`src/rtl/read_stage_pkg.sv`:
```
// read_stage_pkg
// Shared types and widths for the read-stage response path.
// The request tag is recorded when the arbiter grants a read. It travels back
// alongside the returned VRF data so the requester can match the response.
package read_stage_pkg;

  localparam int READ_SOURCE_W = 4;
  localparam int INSTR_INDEX_W = 3;

  typedef struct packed {
    logic                     source;
    logic [READ_SOURCE_W-1:0] readSource;
    logic [INSTR_INDEX_W-1:0] instructionIndex;
  } read_resp_tag_t;

endpackage

```
`src/rtl/read_resp_slot_ring.sv`:
```
// read_resp_slot_ring
// Purpose: in-order slot storage for outstanding VRF reads. Each slot holds
//   the request tag, the returned data and a filled flag. Three wrapping
//   pointers track the slots:
//     alloc - next slot to allocate
//     fill  - oldest allocated slot that is still unfilled
//     head  - oldest allocated slot
// Ports:
//   clock, reset (async, active-low)
//   alloc_en/alloc_tag       - claim slot[alloc] for a newly granted read
//   fill_en/fill_store/data  - consume the oldest unfilled slot; fill_store=0
//                              advances past it without writing (bypass)
//   pop_en                   - retire the head slot
//   full, pending_any        - occupancy flags for grant and response gating
//   head_waiting             - head allocated and unfilled (READ_RESP_BYPASS_EN only)
//   head_filled/tag/data     - current head slot contents
// Configuration: READ_RESP_BYPASS_EN adds the head_waiting output.
module read_resp_slot_ring
  import read_stage_pkg::*;
#(
  parameter int DATA_WIDTH = 32,
  parameter int DEPTH      = 4
) (
  input  logic                  clock,
  input  logic                  reset,
  input  logic                  alloc_en,
  input  read_resp_tag_t        alloc_tag,
  input  logic                  fill_en,
  input  logic                  fill_store,
  input  logic [DATA_WIDTH-1:0] fill_data,
  input  logic                  pop_en,
  output logic                  full,
  output logic                  pending_any,
`ifdef READ_RESP_BYPASS_EN
  output logic                  head_waiting,
`endif
  output logic                  head_filled,
  output read_resp_tag_t        head_tag,
  output logic [DATA_WIDTH-1:0] head_data
);

  localparam int PTR_W = $clog2(DEPTH);
  localparam int CNT_W = PTR_W + 1;

  logic [PTR_W-1:0]      alloc_ptr;
  logic [PTR_W-1:0]      fill_ptr;
  logic [PTR_W-1:0]      head_ptr;
  logic [CNT_W-1:0]      count;
  logic [CNT_W-1:0]      pending;
  logic [DEPTH-1:0]      filled;
  read_resp_tag_t        tag_mem  [DEPTH];
  logic [DATA_WIDTH-1:0] data_mem [DEPTH];

  // Pointers wrap naturally because DEPTH is a power of two. The counters
  // move by the net of alloc/pop and alloc/fill, so all three events may
  // coincide in a single cycle.
  always_ff @(posedge clock or negedge reset) begin
    if (!reset) begin
      alloc_ptr <= '0;
      fill_ptr  <= '0;
      head_ptr  <= '0;
      count     <= '0;
      pending   <= '0;
    end else begin
      if (alloc_en) alloc_ptr <= alloc_ptr + PTR_W'(1);
      if (fill_en)  fill_ptr  <= fill_ptr + PTR_W'(1);
      if (pop_en)   head_ptr  <= head_ptr + PTR_W'(1);
      count   <= count + CNT_W'(alloc_en) - CNT_W'(pop_en);
      pending <= pending + CNT_W'(alloc_en) - CNT_W'(fill_en);
    end
  end

  // Slot contents. Allocation, fill and pop never target the same slot in
  // one cycle. The only exception is a bypassed response: fill and pop then
  // both hit the head, fill_store is low, and the slot simply retires.
  always_ff @(posedge clock or negedge reset) begin
    if (!reset) begin
      filled <= '0;
      for (int i = 0; i < DEPTH; i++) begin
        tag_mem[i]  <= '0;
        data_mem[i] <= '0;
      end
    end else begin
      if (alloc_en) begin
        tag_mem[alloc_ptr] <= alloc_tag;
        filled[alloc_ptr]  <= 1'b0;
      end
      if (fill_en && fill_store) begin
        data_mem[fill_ptr] <= fill_data;
        filled[fill_ptr]   <= 1'b1;
      end
      if (pop_en) filled[head_ptr] <= 1'b0;
    end
  end

  assign full        = (count == CNT_W'(DEPTH));
  assign pending_any = (pending != '0);
`ifdef READ_RESP_BYPASS_EN
  // Every allocated slot is still unfilled, so the head is the next to fill.
  assign head_waiting = pending_any && (pending == count);
`endif
  assign head_filled = filled[head_ptr];
  assign head_tag    = tag_mem[head_ptr];
  assign head_data   = data_mem[head_ptr];

endmodule

```
`src/rtl/read_stage_response_router.sv`:
```
// read_stage_response_router
// Purpose: routes in-order VRF read data back to the read-stage requester
//   (port 0 or 1) that won arbitration. The winner's tag is recorded on each
//   grant. The VRF cannot stall, so grants are throttled by slot credits.
// Ports:
//   clock, reset (async, active-low)
//   io_grant_*  - accepted arbiter grant carrying source and tag; io_grant_ready
//                 reports that a slot is free
//   io_resp_*   - VRF read data, returned in request order, never stalled
//   io_out_0_*, io_out_1_* - per-requester valid/ready delivery with echoed tags
//   io_error    - sticky flag: a response arrived with no slot waiting for it
// Configuration: define READ_RESP_BYPASS_EN to add a same-cycle path. A
//   response that lands on an empty head goes straight to its port. Without
//   the macro, delivery always comes from the registered slot.
module read_stage_response_router
  import read_stage_pkg::*;
#(
  parameter int DATA_WIDTH = 32,
  parameter int DEPTH      = 4
) (
  input  logic                     clock,
  input  logic                     reset,
  input  logic                     io_grant_valid,
  output logic                     io_grant_ready,
  input  logic                     io_grant_bits_source,
  input  logic [READ_SOURCE_W-1:0] io_grant_bits_readSource,
  input  logic [INSTR_INDEX_W-1:0] io_grant_bits_instructionIndex,
  input  logic                     io_resp_valid,
  input  logic [DATA_WIDTH-1:0]    io_resp_bits_data,
  output logic                     io_out_0_valid,
  input  logic                     io_out_0_ready,
  output logic [DATA_WIDTH-1:0]    io_out_0_bits_data,
  output logic [READ_SOURCE_W-1:0] io_out_0_bits_readSource,
  output logic [INSTR_INDEX_W-1:0] io_out_0_bits_instructionIndex,
  output logic                     io_out_1_valid,
  input  logic                     io_out_1_ready,
  output logic [DATA_WIDTH-1:0]    io_out_1_bits_data,
  output logic [READ_SOURCE_W-1:0] io_out_1_bits_readSource,
  output logic [INSTR_INDEX_W-1:0] io_out_1_bits_instructionIndex,
  output logic                     io_error
);

  read_resp_tag_t        grant_tag;
  read_resp_tag_t        head_tag;
  logic                  full;
  logic                  pending_any;
  logic                  head_filled;
  logic                  alloc_en;
  logic                  fill_en;
  logic                  fill_store;
  logic                  pop_en;
  logic                  deliver_valid;
  logic                  target_ready;
  logic                  error_q;
  logic [DATA_WIDTH-1:0] head_data;
  logic [DATA_WIDTH-1:0] deliver_data;

  // A grant seen while no slot is free is ignored. io_grant_ready comes from
  // the registered count, so a pop from a full ring frees its credit a cycle later.
  assign io_grant_ready = ~full;
  assign alloc_en       = io_grant_valid & io_grant_ready;
  assign grant_tag      = {io_grant_bits_source, io_grant_bits_readSource,
                           io_grant_bits_instructionIndex};

  // A slot becomes fillable the cycle after its grant. A response with
  // nothing pending is dropped.
  assign fill_en      = io_resp_valid & pending_any;
  assign target_ready = head_tag.source ? io_out_1_ready : io_out_0_ready;

`ifdef READ_RESP_BYPASS_EN
  logic head_waiting;
  logic bypass_valid;

  // Offer the response straight to the head's port. If that port accepts it
  // the slot retires unwritten. Otherwise the data is stored as usual, and
  // the same bits are presented from the slot on the next cycle.
  assign bypass_valid  = io_resp_valid & head_waiting;
  assign deliver_valid = head_filled | bypass_valid;
  assign deliver_data  = head_filled ? head_data : io_resp_bits_data;
  assign fill_store    = ~(bypass_valid & target_ready);
`else
  assign deliver_valid = head_filled;
  assign deliver_data  = head_data;
  assign fill_store    = 1'b1;
`endif

  // Strict in-order delivery: a stalled head also blocks the other port.
  assign pop_en = deliver_valid & target_ready;

  read_resp_slot_ring #(
    .DATA_WIDTH(DATA_WIDTH),
    .DEPTH     (DEPTH)
  ) u_ring (
    .clock      (clock),
    .reset      (reset),
    .alloc_en   (alloc_en),
    .alloc_tag  (grant_tag),
    .fill_en    (fill_en),
    .fill_store (fill_store),
    .fill_data  (io_resp_bits_data),
    .pop_en     (pop_en),
    .full       (full),
    .pending_any(pending_any),
`ifdef READ_RESP_BYPASS_EN
    .head_waiting(head_waiting),
`endif
    .head_filled(head_filled),
    .head_tag   (head_tag),
    .head_data  (head_data)
  );

  // Only the port named by the head's source sees valid. The idle port's
  // bits are forced to zero.
  assign io_out_0_valid                 = deliver_valid & ~head_tag.source;
  assign io_out_0_bits_data             = io_out_0_valid ? deliver_data : '0;
  assign io_out_0_bits_readSource       = io_out_0_valid ? head_tag.readSource : '0;
  assign io_out_0_bits_instructionIndex = io_out_0_valid ? head_tag.instructionIndex : '0;
  assign io_out_1_valid                 = deliver_valid & head_tag.source;
  assign io_out_1_bits_data             = io_out_1_valid ? deliver_data : '0;
  assign io_out_1_bits_readSource       = io_out_1_valid ? head_tag.readSource : '0;
  assign io_out_1_bits_instructionIndex = io_out_1_valid ? head_tag.instructionIndex : '0;

  // Sticky error: a response that had no unfilled slot to land in.
  always_ff @(posedge clock or negedge reset) begin
    if (!reset) begin
      error_q <= 1'b0;
    end else if (io_resp_valid && !pending_any) begin
      error_q <= 1'b1;
    end
  end

  assign io_error = error_q;

endmodule

```
`config.mk`:
```
export PLATFORM = sky130hd
export DESIGN_NAME = read_stage_response_router
export DESIGN_NICKNAME = d
export VERILOG_FILES = /design/src/rtl/read_stage_pkg.sv /design/src/rtl/read_resp_slot_ring.sv /design/src/rtl/read_stage_response_router.sv
export SDC_FILE = /design/constraint.sdc
export NUM_CORES = 1
export LEC_CHECK = 0
export ABC_AREA = 1
export BUFFER_PORTS_ARGS = -buffer_cell sky130_fd_sc_hd__buf_2
export CAP_MARGIN = 20
export CORE_MARGIN = 3
export CORE_UTILIZATION = 54
export DETAILED_ROUTE_END_ITERATION = 6
export PLACE_DENSITY = 0.76
export SLEW_MARGIN = 5
export SYNTH_ARGS = -nofsm -noshare
export SYNTH_HDL_FRONTEND = slang
export SYNTH_SLANG_ARGS = --single-unit
```
`constraint.sdc`:
```
create_clock -name clock -period 5.95 [get_ports clock]
set_input_delay 0.8925 -clock clock [delete_from_list [all_inputs] [get_ports clock]]
set_output_delay 0.8925 -clock clock [all_outputs]
set_load 0.005 [all_outputs]
```
**Word level (Yosys, flattened, before mapping)**

Index checks and enable logic that the tools add are counted.

- $add $sub $neg: 7
- Order comparisons: 11
- Equality and inequality tests: 1
- Mux-type cells: 30
- Bitwise logic cells: 15
- Reductions and logical operators: 8

Operator list:

| operator | count |
|---|---|
| 32-bit 2-to-1 mux | 5 |
| 128-bit bitwise mux | 1 |
| 32-bit binary-select mux with 2-bit select | 1 |
| 32-bit demux with 2-bit select | 1 |
| 32-bit bitwise mux | 1 |
| 8-bit 2-to-1 mux | 3 |
| 4-bit 2-to-1 mux | 5 |
| 8-bit binary-select mux with 2-bit select | 1 |
| 8-bit demux with 2-bit select | 1 |
| 3-bit greater-or-equal comparator (second input constant) | 3 |
| 2-bit by 3-bit less-than comparator with 1-bit output (second input constant) | 3 |
| 2-bit inverter with 3-bit output | 3 |
| 4-bit AND | 2 |
| 4-bit inverter | 2 |
| 2-bit by 1-bit adder with 2-bit output (second input constant) | 3 |
| 3-bit by 1-bit adder with 3-bit output | 2 |
| 1-bit demux with 2-bit select | 3 |
| 2-bit by 1-bit greater-or-equal comparator with 1-bit output (second input constant) | 3 |
| 1-bit logical AND | 6 |
| 3-bit by 1-bit less-than comparator with 1-bit output (second input constant) | 2 |
| 3-bit 2-to-1 mux | 2 |
| 3-bit by 1-bit subtractor with 3-bit output | 2 |
| 1-bit AND | 5 |
| 1-bit 2-to-1 mux | 5 |
| other kinds (6) | 7 |

- Register bits after elaboration: 177

**Longest topological paths before layout**

Gate-level depths: netlist of the first run.

- Depth in word-level cells: 11
- Gate-level depth with buffers: 14
- Gate-level depth less buffers: 13

**Cells and area by module**

From an unflattened synthesis of the first run, not the netlist that was laid out.

- Cell total of the unflattened synthesis: 1270
- Area total of the unflattened synthesis: 9663.0 µm²

By module, submodules not included:

| module | times used | cells each | area each (µm²) |
|---|---|---|---|
| read_resp_slot_ring | 1 | 1128 | 9082.5 |
| read_stage_response_router | 1 | 142 | 580.6 |

**Worst setup path after synthesis of the first run**

OpenSTA, ideal clock, no wires.

- Kind: input-to-reg
- From: input port io_resp_valid
- To: register u_ring.pending[2]
- Library setup time: 0.129 ns
- Arrival: 2.194 ns
- Required time: 5.821 ns
- Setup slack: 3.628 ns
- Cell stages on the path: 8
- Path buffers: 1
- Cell sequence: clkbuf_1 -> nand2_1 -> inv_1 -> ha_1 -> inv_1 -> ha_1 -> fa_1 -> xor2_1

- Cells in the longest elaborated chain, start to end: 2

RTL lines:

| item | RTL line | text |
|---|---|---|
| start: declaration | read_stage_response_router.sv:28 | `input logic io_resp_valid,` |
| 1-bit AND | read_stage_response_router.sv:67 | `assign fill_en = io_resp_valid & pending_any;` |
| via fill_en | read_stage_response_router.sv:49 | `logic fill_en;` |
| 3-bit by 1-bit subtractor with 3-bit output | read_resp_slot_ring.sv:69 | `pending <= pending + CNT_W'(alloc_en) - CNT_W'(fill_en);` |
| end signal: assignment | read_resp_slot_ring.sv:69 |  |
| end: declaration | read_resp_slot_ring.sv:49 | `logic [CNT_W-1:0] pending;` |

The timed path passes the listed nets, and every way through them passes these cells.
A chain may end at the register's enable or synchronous reset.

**Final worst setup path of the first run**

- From: register u_ring.head_ptr[0]
- To: output port io_out_0_bits_data[28]

- Cells in the longest elaborated chain, start to end: 7
- Elaborated cells on any way between the ends: 12

RTL lines:

| item | RTL line | text |
|---|---|---|
| start: declaration | read_resp_slot_ring.sv:47 | `logic [PTR_W-1:0] head_ptr;` |
| start signal: assignment | read_resp_slot_ring.sv:67 | `if (pop_en) head_ptr <= head_ptr + PTR_W'(1);` |
| 2-bit inverter with 3-bit output (implied by the code) | read_resp_slot_ring.sv:103, read_resp_slot_ring.sv:104 |  |
| 8-bit binary-select mux with 2-bit select | read_resp_slot_ring.sv:103 | `assign head_tag = tag_mem[head_ptr];` |
| 8-bit 2-to-1 mux (implied by the code) (2 in series) | read_resp_slot_ring.sv:103 |  |
| 1-bit inverter | read_stage_response_router.sv:114 | `assign io_out_0_valid = deliver_valid & ~head_tag.source;` |
| 1-bit AND | read_stage_response_router.sv:114 |  |
| 32-bit 2-to-1 mux (*) | read_stage_response_router.sv:115 | `assign io_out_0_bits_data = io_out_0_valid ? deliver_data : '0;` |
| end: declaration | read_stage_response_router.sv:32 | `output logic [DATA_WIDTH-1:0] io_out_0_bits_data,` |

Every way passes the cells marked *; elsewhere a longest branch is shown, timed or not. The select of a mux whose other input is x is not followed.

==> impl_metrics.ini, run 1 <==
[grt]
grtUsageTotal = 0.238
grt.overflow.total = 0
grt_pass1_wl_um = 34000
grt_max_degree = 85
antenna_found_initial = 1
grt_pass1_vias = 6877

[sta]
final.setup.worst_slack_ns = 2.28
layout_min_cycle_time_ns = 3.67
final_max_slew_viol_count = 0
relSlewSlack = 0.320
worst_pin_slew_ns = 1.02
whs_ns = 0.472
fin_skew_ns = 0.00623
fmax_mhz = 272
finalCritPeriodShare = 0.618
hold_violations = 0
tns_ns = 0
setup_violations = 0
rsz0062_at_grt = false

[critical_path]
cp_max_fo = 84
rr_startpoint = u_ring.head_ptr[0]
worstSetupEndpointType = primary output
setup.worst_path.start = u_ring.head_ptr[0]
cp_slowest_cell = dfrtp_4
startpoint_type = flip-flop
cp_cell_sequence = buf_4 > o21ai_0 > a21oi_1 > nor2_1 > buf_2
worstPathRequired_ns = 5.06
critPathKind = flip-flop to primary output
slowest_delay_ns = 0.94
crit_arrival_ns = 2.78

[synthesis]
ys_types = 24
synth_seq_cells = 177
ys_seq_area_frac = 0.506
synth_xor_area_frac = 0.00600
synth_mux_area_frac = 0
syn_nets = 1191
synth_top_family_by_area = simple AND/OR/NAND/NOR gates
synthesis.area_um2 = 8760
synth_compound_area_frac = 0.142
synthSimpleGateAreaFrac = 0.228
yosys_warnings = 0
syn_area_per_cell_um2 = 7.77
synth_fa_ha_area_frac = 0.0260
synthCells = 1128

[clocking]
htree_levels = 4
clock-sinks = 177
root_buffer = clkbuf_16
cts-hold-fix-buffers = 0
cts.clk_slew.worst_paths_ns = 0.06
cts_resized = 0
cts_inserted_buffers = 17
cts_tree = yes
cts_setup_buffers = 0
insertion_delay_ns = 0.43
clock_path_buffers = 2

[placement]
dpl_cell_area_um2 = 9350
dp_cells = 1409
gp_congestion = 0.794
place_ws_ns = 2.77
dp.final_hpwl_um = 12400
numPortBuffers = 127

[cells_and_area]
final_core_util = 0.639
finalNetCount = 1280
stdcell_count = 1442
syn2layout_area_growth_pct = 13.3
drive_gt1_frac = 0.156
stdcell_area_um2 = 9920

[power_and_ir_drop]
p_per_area_nw_per_um2 = 560
p_leak_nw = 5.23
ir_drop_mv = 0.262
total_power_mw = 5.56

[floorplan]
dieArea_um2 = 17800
ios = 128
die_w_um = 133
die_h_um = 133
row_count = 45
core-area_um2 = 15500
start_util = 0.564

[hold_path]
hold_start = u_ring.data_mem[41]
hp-class = flip-flop to flip-flop

[routing]
drt-pass1-iter-count = 5
vias_per_cell = 5.19
drt-total-wl_um = 20700
drt_iter0_drc = 724
wire_per_inst_um = 14.4
ant_nets = 0
drc = 0
vias = 7484

[job]
drv_cap = 0

[status]
outcome = finished clean
==> sequential cells by signal, summed over array words and instances (netlist names) <==
register / cells
u_ring.data_mem: 128
u_ring.pending: 3
io_error: 1
u_ring.fill_ptr: 2
u_ring.count: 3
u_ring.tag_mem: 32
u_ring.filled: 4
u_ring.head_ptr: 2
u_ring.alloc_ptr: 2
==> power breakdown <==
part	switching [mW]	total [mW]	internal [mW]
clock	0.459	1.07	0.609
combinational	1.57	2.40	0.831
sequential	0.305	2.09	1.78
==> Yosys cell counts <==
library cell | count | area [um2]
nand2_1 | 397 | 1490
dfrtp_1 | 177 | 4430
o21ai_0 | 160 | 801
inv_1 | 111 | 417
a21oi_1 | 82 | 410
nor2_1 | 75 | 282
buf_2 | 36 | 180
clkbuf_1 | 15 | 56.3
ha_1 | 15 | 188
buf_6 | 11 | 124
nand3_1 | 11 | 55.1
inv_2 | 6 | 22.5
nand2_4 | 6 | 67.6
nor2_2 | 5 | 31.3
nand3_2 | 4 | 40.0
a22oi_1 | 3 | 22.5
xnor2_1 | 3 | 26.3
xor2_1 | 3 | 26.3
fa_1 | 2 | 40.0
nand2_2 | 2 | 12.5
a31o_2 | 1 | 8.76
buf_4 | 1 | 7.51
inv_4 | 1 | 6.26
nand3_4 | 1 | 17.5
==> cells by family after synthesis <==
family,after synthesis
adders and majority gates,17
AOI/OAI and AO/OA,246
xor gates and xnor gates,6
DFF,177
and+or+nand+nor,501
buffers and inverters,181
==> final timing paths <==
check                                          to  slack [ns]  cells after the start
max in group asynchronous      u_ring.head_ptr[0]        4.23                      2
min in group asynchronous       u_ring.tag_mem[3]        0.50                      1
hold reg to reg               u_ring.data_mem[41]        0.47                      2
setup reg to reg                  u_ring.count[2]        3.15                     12
setup / recovery           io_out_0_bits_data[28]        2.28                      5
hold / removal                u_ring.data_mem[41]        0.47                      2
==> cells in the final DEF, fill, tap and decap left out, drive strengths merged <==
master	count
a31o	1
clkinvlp	3
nor2	80
diode	1
dfrtp	177
ha	15
inv	118
nand3	16
a22oi	3
o21ai	160
fa	2
a21oi	82
buf	133
clkinv	5
xor2	3
xnor2	3
clkbuf	24
nand2	405
==> area by class of cell <==
type | instances | area, um2
Fill cell | 1345 | 5620
Sequential cell | 177 | 4430
Clock buffer | 24 | 522
Multi-Input combinational cell | 770 | 3520
Inverter | 118 | 445
Clock inverter | 8 | 51.3
Antenna cell | 1 | 2.50
Tap cell | 211 | 264
Timing Repair Buffer | 133 | 687
==> critical path, delay by kind of cell, from the launching register on <==
family,cells,cell delay (ns)
flip-flops,1,0.94
buffers and inverters,2,0.79
AND/OR/NAND/NOR,1,0.07
AO/OA/AOI/OAI,2,0.51
==> layer usage <==
metal,up-vias,wire length (um),global-route usage
met3,25,1310,0.0431
li1,3682,-,-
met4,0,408,0.0800
met2,250,9820,0.385
met5,-,0,0
met1,3527,9220,0.327
Power figures use the tool's default switching activity.
==> inputs of run 2 (changes only) <==
--- a/config.mk
+++ b/config.mk
@@ -9,9 +9,9 @@
 export BUFFER_PORTS_ARGS = -buffer_cell sky130_fd_sc_hd__buf_2
 export CAP_MARGIN = 20
 export CORE_MARGIN = 3
-export CORE_UTILIZATION = 54
+export CORE_UTILIZATION = 52
 export DETAILED_ROUTE_END_ITERATION = 6
-export PLACE_DENSITY = 0.76
+export PLACE_DENSITY = 0.77
 export SLEW_MARGIN = 5
 export SYNTH_ARGS = -nofsm -noshare
 export SYNTH_HDL_FRONTEND = slang
==> constraint.sdc (replaced) <==
create_clock -name clock -period 3 [get_ports clock]
set_input_delay 0.45 -clock clock [delete_from_list [all_inputs] [get_ports clock]]
set_output_delay 0.45 -clock clock [all_outputs]
set_load 0.005 [all_outputs]
==> run 2 against run 1 <==
Compared with the run above: die area rose by 3.7%; total power rose by 110%; first-iteration DRC count fell by 12%; final cell count rose by 1.0%; clock skew rose by 0.0035 ns; global-route usage rose by 0.27 points; routed wire length rose by 3.9%; sequential share of layout area fell by 0.98 points; register-to-register slack got worse by 2.6 ns; clock power rose by 120%; utilization fell by 1.1 points; flip-flop and latch count did not move; critical path type unchanged; critical endpoint is now io_out_0_bits_instructionIndex[2]; largest cell class unchanged; largest power group unchanged; highest routed layer is now met5.
==> impl_metrics.ini, run 2 (synthesized netlist as in run 1, its figures left out) <==
[power_and_ir_drop]
seqPwrFrac = 0.352
clockPowerShare = 0.208
p_per_area_nw_per_um2 = 1130
p_leak_nw = 5.34
p_sw_frac = 0.411
p_comb_frac = 0.439
ir_drop_mv = 0.547
p_int_mw = 6.77
p_sw_mw = 4.73

[clocking]
cts_inserted_buffers = 17
cts_tree = yes
root_buffer = clkbuf_16
clock-sinks = 177
htree_levels = 4
clock_path_buffers = 2
cts-hold-fix-buffers = 0
cts.clk_slew.worst_paths_ns = 0.07
insertion_delay_ns = 0.43

[floorplan]
die_w_um = 136
row_count = 46
ios = 128
core-area_um2 = 16200
dieArea_um2 = 18400
start_util = 0.542
die_h_um = 136

[routing]
drt_iter0_drc = 640
vias = 7625
drc = 0
vias_per_cell = 5.23
ant_nets = 0
wire_per_inst_um = 14.8
drt-pass1-iter-count = 5
drt-total-wl_um = 21600

[sta]
layout_min_cycle_time_ns = 2.69
fin_skew_ns = 0.00974
tns_ns = 0
whs_ns = 0.0512
fmax_mhz = 372
hold_violations = 0
setup_violations = 0
final.setup.worst_slack_ns = 0.310
final_max_slew_viol_count = 0
finalCritPeriodShare = 0.897
relSlewSlack = 0.480
worst_pin_slew_ns = 0.778
rsz0062_at_grt = false

[cells_and_area]
drive_gt1_frac = 0.163
top_regs = u_ring.data_mem x128, u_ring.tag_mem x32, u_ring.filled x4
stdcell_count = 1457
final_cell_mix = 397 x nand2_1, 176 x dfrtp_1, 160 x o21ai_0, 126 x buf_2, 111 x inv_1
diodes = 0
syn2layout_area_growth_pct = 15.8
regMostFlops = u_ring.data_mem
final_common_cell = nand2_1
largest_register_ffs = 128
stdcell_area_um2 = 10100
fillCellCount = 1386
finalNetCount = 1291

[grt]
grt_max_degree = 119
grtUsageTotal = 0.241
antenna_found_initial = 1
grt_pass1_wl_um = 35500
grt.overflow.total = 0
grt_pass1_vias = 7142

[critical_path]
worstSetupEndpointType = primary output
cp_max_fo = 40
worstPathRequired_ns = 2.55
slowest_delay_ns = 0.61
crit_arrival_ns = 2.24
cp_cell_sequence = inv_4 > nand2_1 > nand3_1 > nand2_2 > nand2_4 > nor2_1 > buf_2
startpoint_type = flip-flop
cp_slowest_cell = dfrtp_4
critPathKind = flip-flop to primary output

[placement]
dpl_cell_area_um2 = 9470
dp.final_hpwl_um = 13600
gp_congestion = 0.834
dp_cells = 1424
place_ws_ns = 0.510
numPortBuffers = 127

[job]
drv_cap = 0

[status]
outcome = finished clean

[hold_path]
hp-class = input port to asynchronous set/reset pin
==> run 2: cell count changes in the layout (fill, tap and decap cells not counted), sizes merged, moves of 3 or more <==
cell	change
buf	+10
bufinv	+3
clkinv	-5
clkbuf	+3
==> run 2: repair_timing <==
item                                    in CTS  in global routing
buffers inserted                             0                  1
gates resized for setup                      0                  0
endpoints found under the setup margin       0                 10
==> run 2: final cells by class <==
class                   instances  area (um2)  share of cell area
well taps                     216         270              0.0266
flip-flops and latches        177        4430               0.437
clock buffers                  26         539              0.0532
multi-input cells             770        3520               0.347
clock inverters                 6         114              0.0112
repair buffers                144         825              0.0813
inverters                     118         445              0.0439
==> run 2: critical path: cells and delay by family (launching register included) <==
| kind | cells | cell delay (ns) |
|---|---|---|
| and+or+nand+nor | 5 | 0.83 |
| DFF | 1 | 0.61 |
| buffers and inverters | 2 | 0.35 |
==> run 2: layer usage <==
| layer | wire [um] | vias to the layer above | GRT usage |
|---|---|---|---|
| li1 | - | 3710 | - |
| met1 | 9390 | 3617 | 0.327 |
| met2 | 10500 | 267 | 0.398 |
| met3 | 1320 | 29 | 0.0412 |
| met4 | 389 | 2 | 0.0717 |
| met5 | 7 | - | 0 |
==> run 2: worst paths after layout <==
kind,start,endpoint,slack [ns],cells after the start
worst min register to register,io_error,io_error,0.46,1
worst min-delay path,reset,io_error,0.05,1
worst max-delay path,u_ring.head_ptr[0],io_out_0_bits_instructionIndex[2],0.31,7
max in group asynchronous,reset,u_ring.data_mem[49],2.21,2
min in group clock,io_grant_bits_readSource[0],u_ring.tag_mem[11],0.27,3
worst max register to register,u_ring.head_ptr[0],u_ring.count[2],0.59,13
==> run 2: power by group through the flow <==
stage | registers, mW | logic, mW | clock network (mW)
detailed placement | 4.10 | 4.95 | 0
global route | 4.17 | 5.80 | 2.53
global placement | 4.06 | 4.75 | 0
CTS | 4.07 | 5.00 | 2.42
finish | 4.06 | 5.06 | 2.40
floorplan | 3.91 | 3.72 | 0
==> run 2: metrics by stage <==
stage,total power [mW],utilization
floorplan,7.64,-
global placement,8.81,0.585
detailed placement,9.05,0.585
CTS,11.5,0.626
global route,12.5,0.627
finish,11.5,0.627
==> inputs of run 3 (changes only) <==
--- a/config.mk
+++ b/config.mk
@@ -6,12 +6,12 @@
 export NUM_CORES = 1
 export LEC_CHECK = 0
 export ABC_AREA = 1
-export BUFFER_PORTS_ARGS = -buffer_cell sky130_fd_sc_hd__buf_2
 export CAP_MARGIN = 20
-export CORE_MARGIN = 3
-export CORE_UTILIZATION = 52
+export CORE_UTILIZATION = 54
 export DETAILED_ROUTE_END_ITERATION = 6
-export PLACE_DENSITY = 0.77
+export DONT_BUFFER_PORTS = 1
+export GPL_ROUTABILITY_DRIVEN = 1
+export PLACE_DENSITY = 0.72
 export SLEW_MARGIN = 5
 export SYNTH_ARGS = -nofsm -noshare
 export SYNTH_HDL_FRONTEND = slang
==> run 3 against run 2 <==
Compared with the run above: the flow now finishes with violations (negative hold slack); global-route usage up 1.1 points; worst setup slack got worse by 0.054 ns; flip-flop and latch count is the same; clock skew decreased by 0.0047 ns; critical path type unchanged; critical endpoint is now io_out_0_bits_data[18]; largest power group unchanged.
==> impl_metrics.ini, run 3 (synthesized netlist as in run 1, its figures left out) <==
[clocking]
cts.clk_slew.worst_paths_ns = 0.06
clock-sinks = 177
cts_inserted_buffers = 17
insertion_delay_ns = 0.43
clock_path_buffers = 2
root_buffer = clkbuf_16
cts_setup_buffers = 0
htree_levels = 4
cts_tree = yes
cts_resized = 0

[critical_path]
rr_startpoint = u_ring.head_ptr[0]
worstSetupEndpointType = primary output
setup.worst_path.start = u_ring.head_ptr[0]
reg2reg_depth = 13
startpoint_type = flip-flop
path_common_cell = a21oi_1
critPathKind = flip-flop to primary output
slowest_delay_ns = 0.60
worstPathRequired_ns = 2.55
cp_slowest_cell = buf_4
cp_cell_sequence = buf_4 > o21ai_0 > a21oi_1 > a21oi_1 > nor2_1
rr_endpoint = u_ring.count[2]
crit_arrival_ns = 2.29
cp_max_fo = 87
reg2reg_slack_ns = 0.78

[placement]
dp.final_hpwl_um = 11900
numPortBuffers = 0
gp_congestion = 0.769

[cells_and_area]
syn2layout_area_growth_pct = 6.94
regMostFlops = u_ring.data_mem
final_common_cell = nand2_1
top_regs = u_ring.data_mem x128, u_ring.tag_mem x32, u_ring.filled x4
final_cell_mix = 397 x nand2_1, 176 x dfrtp_1, 160 x o21ai_0, 111 x inv_1, 82 x a21oi_1
diodes = 0
finalNetCount = 1157
largest_register_ffs = 128
drive_gt1_frac = 0.0597

[power_and_ir_drop]
seqPwrFrac = 0.375
total_power_mw = 10.7
p_sw_frac = 0.412
p_int_mw = 6.30
p_sw_mw = 4.42
clockPowerShare = 0.215
ir_drop_mv = 0.545
p_per_area_nw_per_um2 = 1140
p_comb_frac = 0.410
p_leak_nw = 4.65

[floorplan]
start_util = 0.552
die_h_um = 129
core-area_um2 = 15900
dieArea_um2 = 16700
row_count = 46
ios = 128
die_w_um = 129

[sta]
worst_pin_slew_ns = 0.771
tns_ns = 0
relSlewSlack = 0.486
layout_min_cycle_time_ns = 2.74
fin_skew_ns = 0.00502
final_max_slew_viol_count = 0
rsz0062_at_grt = false
hold_violations = 177
setup_violations = 0
fmax_mhz = 364
whs_ns = -0.288
finalCritPeriodShare = 0.915

[status]
violations = negative hold slack
outcome = finished with violations

[routing]
drt-total-wl_um = 19700
vias_per_cell = 5.24
drt-pass1-iter-count = 4
wire_per_inst_um = 14.9
drt_iter0_drc = 553
vias = 6922
drc = 0
ant_nets = 0

[grt]
antenna_found_initial = 0
grt_max_degree = 178
grt_pass1_vias = 6296
grt.overflow.total = 0
grtUsageTotal = 0.251
grt_pass1_wl_um = 32100

[hold_path]
hp-class = input port to asynchronous set/reset pin

[job]
drv_cap = 0
-- run 3: metrics by stage --
| stage | util | instance area [um2] | std cells | setup WS [ns] | hold slack (ns) |
|---|---|---|---|---|---|
| 2_1_floorplan | - | 8760 | 1128 | 0.976 | 0.154 |
| 3_3_place_gp | 0.551 | 8750 | 1291 | 0.833 | 0.161 |
| 3_5_place_dp | 0.551 | 8750 | 1291 | 0.785 | 0.162 |
| 4_1_cts | 0.590 | 9370 | 1322 | 0.288 | -0.302 |
| 5_1_grt | 0.590 | 9370 | 1322 | 0.116 | -0.304 |
| 6_report | 0.590 | 9370 | 1322 | 0.256 | -0.288 |
-- run 3: power by group through the flow --
stage,logic (mW),clock network [mW],registers [mW]
floorplan,3.72,0,3.91
global placement,4.27,0,4.02
detailed placement,4.41,0,4.05
CTS,4.43,2.34,4.02
global route,5.10,2.44,4.15
finish,4.39,2.30,4.03
-- run 3: routing by layer --
metal | part of all wire | GRT usage | routed length (um) | up-vias
met3 | 0.053 | 0.0545 | 1040 | 29
li1 | - | - | - | 3450
met1 | 0.47 | 0.354 | 9280 | 3274
met5 | 0 | 0 | 0 | -
met2 | 0.46 | 0.388 | 9040 | 169
met4 | 0.018 | 0.0837 | 347 | 0
-- run 3: worst max-delay path: cells and delay by family (launching register included) --
family          cells  cell delay, ns
flops               1            0.49
buf+inv             1            0.60
simple gates        1            0.18
compound gates      3            0.50
-- run 3: area by class of cell --
type	count	area, um2
Fill cell	1497	6520
Sequential cell	177	4430
Inverter	118	445
Clock buffer	23	488
Timing Repair Buffer	10	87.6
Tap cell	216	270
Clock inverter	8	126
Multi-Input combinational cell	770	3520
-- run 3: worst max path at each step --
stage,end,cells past startpoint
5_1_grt,io_out_0_bits_data[18],5
3_3_place_gp,u_ring.count[2],13
2_1_floorplan,u_ring.count[2],14
3_5_place_dp,u_ring.count[2],13
4_1_cts,io_out_0_bits_data[18],5
6_report,io_out_0_bits_data[18],5
